`src/rtl/ap_tag_sequencer.sv`:
```
// Initiator side of the associative-processor cell-column interface: broadcasts a
// compare command to the bit-columns, reduces the per-cell tags per row, then runs a write pass.
module ap_tag_sequencer #(
   parameter int unsigned DATA_DEPTH = 4,
   parameter int unsigned NUM_COLS   = 8,
   localparam int unsigned IdxW      = (DATA_DEPTH > 1) ? $clog2(DATA_DEPTH) : 1
) (
   input  logic                           clk,
   input  logic                           rst_In,
   input  logic                           cmd_valid,
   output logic                           cmd_ready,
   input  logic [NUM_COLS-1:0]            cmd_key,
   input  logic [NUM_COLS-1:0]            cmd_mask,
   input  logic [2:0]                     cmd_pass,
   input  logic                           cmd_abs,
   output logic [NUM_COLS-1:0]            cell_key,
   output logic [NUM_COLS-1:0]            cell_mask,
   output logic [2:0]                     cell_pass,
   output logic                           cell_abs_opt,
   output logic [DATA_DEPTH-1:0]          cell_tag,
   input  logic [NUM_COLS*DATA_DEPTH-1:0] tag_cell_in,
   output logic [DATA_DEPTH-1:0]          tag_out,
   output logic                           match_any,
   output logic [IdxW-1:0]                match_first,
   output logic                           done
);

   typedef enum logic [1:0] {StIdle, StCmp, StWr, StDone} state_e;

   state_e                state_q;
   logic [2:0]            pass_q;
   logic                  abs_q;
   logic [DATA_DEPTH-1:0] tag_d;
   logic [IdxW-1:0]       first_d;

   // Ready is gated by reset directly so no command can be offered while it is held.
   assign cmd_ready = (state_q == StIdle) & ~rst_In;
   assign cell_tag  = tag_out;

   // Masked columns return 1, so a plain AND across columns gives the row tag.
   always_comb begin
      tag_d = '1;
      for (int c = 0; c < int'(NUM_COLS); c++) begin
         for (int r = 0; r < int'(DATA_DEPTH); r++) begin
            tag_d[r] = tag_d[r] & tag_cell_in[c*int'(DATA_DEPTH)+r];
         end
      end
   end

   always_comb begin
      first_d = '0;
      for (int r = int'(DATA_DEPTH) - 1; r >= 0; r--) begin
         if (tag_d[r]) first_d = IdxW'(r);
      end
   end

   always_ff @(posedge clk or posedge rst_In) begin
      if (rst_In) begin
         state_q      <= StIdle;
         pass_q       <= '0;
         abs_q        <= 1'b0;
         cell_key     <= '0;
         cell_mask    <= '0;
         cell_pass    <= '0;
         cell_abs_opt <= 1'b0;
         tag_out      <= '0;
         match_any    <= 1'b0;
         match_first  <= '0;
         done         <= 1'b0;
      end else begin
         done <= 1'b0;
         case (state_q)
            StIdle: begin
               if (cmd_valid) begin
                  cell_key  <= cmd_key;
                  cell_mask <= cmd_mask;
                  pass_q    <= cmd_pass;
                  abs_q     <= cmd_abs;
                  state_q   <= StCmp;
               end
            end
            StCmp: begin
               tag_out     <= tag_d;
               match_any   <= |tag_d;
               match_first <= first_d;
               if (pass_q != 3'd0) begin
                  cell_pass    <= pass_q;
                  cell_abs_opt <= abs_q;
                  state_q      <= StWr;
               end else begin
                  done    <= 1'b1;
                  state_q <= StDone;
               end
            end
            StWr: begin
               cell_pass    <= '0;
               cell_abs_opt <= 1'b0;
               done         <= 1'b1;
               state_q      <= StDone;
            end
            StDone: state_q <= StIdle;
            default: state_q <= StIdle;
         endcase
      end
   end

endmodule

```
`config.mk`:
```
export PLATFORM = sky130hd
export DESIGN_NAME = ap_tag_sequencer
export DESIGN_NICKNAME = d
export VERILOG_FILES = /design/src/rtl/ap_tag_sequencer.sv
export SDC_FILE = /design/constraint.sdc
export NUM_CORES = 1
export LEC_CHECK = 0
export ABC_AREA = 1
export CAP_MARGIN = 25
export CORE_MARGIN = 10
export CORE_UTILIZATION = 33
export CTS_BUF_LIST = sky130_fd_sc_hd__clkbuf_2 sky130_fd_sc_hd__clkbuf_4 sky130_fd_sc_hd__clkbuf_8
export CTS_CLUSTER_DIAMETER = 80
export DETAILED_ROUTE_END_ITERATION = 16
export PLACE_DENSITY = 0.7
export SETUP_SLACK_MARGIN = 0.15
export SLEW_MARGIN = 20
export SYNTH_ARGS = -nofsm -noshare
export SYNTH_HDL_FRONTEND = slang
export SYNTH_SLANG_ARGS = --single-unit
```
`constraint.sdc`:
```
create_clock -name clk -period 3.2 [get_ports clk]
set_input_delay 0.64 -clock clk [delete_from_list [all_inputs] [get_ports clk]]
set_output_delay 0.64 -clock clk [all_outputs]
set_load 0.03 [all_outputs]
```
Word-level counts from Yosys, hierarchy flattened
Index checks and enable logic that the tools add are counted.
- register bits after elaboration: 34
- bits of input ports: 55
- word-level logic and storage cells: 65
- output and inout bits: 33
- bitwise operators: 30
- reductions and logical operators: 6
- multiplexer cells: 13
- equal/unequal tests: 5
- operator list (cell ; count):
    bitwise AND 1 bit ; 29
    2-to-1 mux 2 bit ; 5
    one-hot mux 2 bit (4 select lines) ; 1
    one-hot mux 3 bit (2 select lines) ; 1
    == test 2 bit, second input constant ; 2
    != test 2 bit, second input constant ; 2
    one-hot mux 1 bit (2 select lines) ; 2
    AND reduction 2 bit ; 2
    OR reduction 4 bit ; 1
    2-to-1 mux 1 bit ; 3
    2-to-1 mux 3 bit ; 1
    nonzero test 3 bit ; 1
    == test 2 x 1 -> 1 bit, second input constant ; 1
    logical NOT 2 bit ; 1
    nonzero test 2 bit ; 1
    inverter 1 bit ; 1

Depth between registers and ports, before layout
- depth after elaboration: 11
- mapped depth: 8
- depth with buffers taken out: 8

Worst setup path before layout
No wires, ideal clock.
- path kind: register -> output
- start: reg state_q[0]
- end: out cmd_ready
- path slack: 1.469 ns
- stages on the path, launching flop included: 5
- path buffers: 0
- data required time: 2.560 ns
- arrival time: 1.091 ns
- path through: dfrtp_1 inv_1 ha_1 inv_1 nor2_1
- longest elaborated chain between the ends: 2
- RTL lines (element ; line ; text):
    start: declaration ; 30 ; state_e state_q;
    start signal: assignment ; 59 ; state_q <= StIdle;
    start signal: assignment ; 79 ; state_q <= StCmp;
    start signal: assignment ; 89 ; state_q <= StWr;
    logical NOT 2 bit ; 37 ; assign cmd_ready = (state_q == StIdle) & ~rst_In;
    bitwise AND 1 bit ; 37 ;
    end: declaration ; 11 ; output logic cmd_ready,
No other way between the ends.

Final worst setup path
- start: in rst_In
- end: out cmd_ready
- longest elaborated chain between the ends: 2
- RTL lines (element ; line ; text):
    start: declaration ; 9 ; input logic rst_In,
    inverter 1 bit ; 37 ;
    bitwise AND 1 bit ; 37 ;
No other way between the ends.

==> reports/metrics.yaml <==
wl_per_cell_um: 14.18
num_vias: 1307
p_int_mw: 1.554
cts.path.max_buffers: 2
final_nets: 306
routed_wirelength_um: 4468
path_cells: "clkdlybuf4s50_1, nor2_1, clkdlybuf4s50_1"
overflow: 0
gr-usage-all-layers: 0.1108
netlist_instances: 159
synthAdderAreaFrac: 0.03103
rows: 25
syn_area_sq_um: 1613
dieHeight_um: 89.91
fillerInstances: 430
clkPwrFrac: 0.196
drc: 0
critical_path_class: "input port to output pin"
powerDensity_nw_per_um2: 937.0
synth_compound_gate_area_share: 0.05043
outcome: "finished, final reports clean"
cts.clk_slew.worst_paths_ns: 0.07
fp.dieW_um: 89.91
cp-start-kind: "input port"
ys_types: 20
antenna_cells: 0
fin_tns_setup_ns: 0
finalHoldViolCount: 0
synthMuxAreaShare: 0.1513
crit_fanout: 2
drive_gt1_frac: 0.1169
antenna_left: 0
grt_max_degree: 35
switching_power_mw: 0.9326
synth-xor-area-share: 0
worst_path_most_repeated_cell: "clkdlybuf4s50_1"
antenna_found_initial: 0
root_buffer: "clkbuf_8"
hpwl_um: 3642
cp_slowest_cell: "clkdlybuf4s50_1"
final_common_cell: "clkdlybuf4s50_1"
core-area_sq_um: 4723
gp_congestion: 0.7369
grt_pass1_wl_um: 7279
cts_resized: 0
p_sw_frac: 0.3750
stdcell_count: 315
synth_fp_nets: 218
cts_setup_buffers: 0
slew_violations: 0
worstHoldPathType: "flop to flop"
tritoncts: "built"
clk_latency_ns: 0.28
grt_setup_unrepaired: "false"
peakVddDrop_mv: 0.5503
most-common-layout-cells: "clkdlybuf4s50_1, nand2_1, dfrtp_1"
tightest_slew_ns: 0.6405
first_pass_iters: 4
avgSynthCellArea_sq_um: 10.14
holdBufCountCts: 0
seq_area_frac_synth: 0.5275
ios: 88
ys.warnings.count: 0
cts_inserted_buffers: 5
initial_core_util: 0.3415
relSlewSlack: 0.5715
h-tree-depth: 2
setup_viol: 0
syn2layout_area_growth_pct: 64.55
port_buffers: 87
layout_min_cycle_time_ns: 2.474
grt_pass1_vias: 1360
power_frac_seq: 0.290
pwr-share-comb: 0.514
synth_top_family_by_area: "simple AND/OR/NAND/NOR gates"
cap_violations: 0
drt_iter0_drc: 28
cts_sinks: 34
cp.arrival_ns: 1.83
synthSimpleGateAreaFrac: 0.1629
ys_ff_latch: 34
die_area_sq_um: 8084
leakage_nw: 1.254
dp.cells: 307
cp_data_required_time_ns: 2.56
period_share: 0.7731
max_stage_delay_ns: 0.68
end_kind: "output pin"
clock.fmax_mhz: 404.2
vias_per_cell: 4.149
clock_skew_ns: 0.002584
[power by group through the flow]
| stage | clock network [mW] | registers (mW) | logic [mW] |
|---|---|---|---|
| 2_1_floorplan | 0 | 1.02 | 0.517 |
| 3_3_place_gp | 0 | 0.720 | 1.27 |
| 3_5_place_dp | 0 | 0.728 | 1.29 |
| 4_1_cts | 0.497 | 0.723 | 1.30 |
| 5_1_grt | 0.516 | 0.749 | 1.38 |
| 6_report | 0.487 | 0.721 | 1.28 |
[final timing paths]
check                             start  slack (ns)           end  depth (start not counted)
setup / recovery                 rst_In        0.73     cmd_ready                          3
hold / removal             cell_pass[2]        0.48  cell_pass[2]                          2
setup reg to reg             state_q[0]        1.49   cell_key[5]                          4
hold reg to reg            cell_pass[2]        0.48  cell_pass[2]                          2
max in group asynchronous        rst_In        2.12  cell_pass[2]                          3
min in group asynchronous        rst_In        0.78   cell_key[4]                          3
[flip-flops by register name, indices dropped and copies added (netlist names)]
name / cells
pass_q: 3
cell_mask: 8
match_any: 1
abs_q: 1
cell_tag: 4
cell_abs_opt: 1
cell_key: 8
state_q: 2
cell_pass: 3
done: 1
match_first: 2
[critical path, delay by kind of cell]
kind          cells  cell delay (ns)
buf+inv           2             1.09
simple gates      1             0.10
[metrics by stage]
step | setup slack (ns) | util | power [mW] | hold WS (ns) | area (sq um)
2_1_floorplan | 1.469 | - | 1.538 | 0.4817 | 1613
3_3_place_gp | 0.7223 | 0.5317 | 1.995 | 0.4675 | 2511
3_5_place_dp | 0.7191 | 0.5317 | 2.022 | 0.4697 | 2511
5_1_grt | 0.5681 | 0.5619 | 2.645 | 0.5036 | 2654
4_1_cts | 0.7115 | 0.5619 | 2.519 | 0.4872 | 2654
6_report | 0.7262 | 0.5619 | 2.487 | 0.4817 | 2654
[layer usage]
layer,global-route usage,wire length (um),vias up
met5,0,0,-
met4,0.03979,48,0
met3,0.03242,187,4
met2,0.1943,2456,29
met1,0.1240,1775,599
li1,-,-,675
[synth_stat cells (all sizes together)]
master / number / share of area
or2: 2 / 0.0078
buf: 7 / 0.040
nand2: 44 / 0.10
ha: 4 / 0.031
dfrtp: 34 / 0.53
o21ai: 5 / 0.016
a21boi: 1 / 0.0047
inv: 16 / 0.037
mux2: 17 / 0.15
nor2: 19 / 0.044
o22ai: 1 / 0.0039
nand3: 1 / 0.0031
o31ai: 3 / 0.014
nand4: 1 / 0.0039
a21oi: 4 / 0.012
[area by class of cell]
type / instances / area, sq um / area share
clock buffer: 6 / 82.58 / 0.03112
clock inverter: 2 / 60.06 / 0.02263
inverter: 16 / 60.06 / 0.02263
multi-input combinational: 102 / 638.1 / 0.2405
sequential: 34 / 850.8 / 0.3206
tap: 67 / 83.83 / 0.03159
timing repair buffer: 88 / 878.3 / 0.3310
[cells by family (layout without fill, tap and decap cells)]
group,Yosys count,count (layout)
mux,17,17
fa+ha+maj,4,4
compound gates,14,14
buf+inv,23,112
flops,34,34
simple gates,67,67
Note: power is estimated with default switching activity, not from simulation.
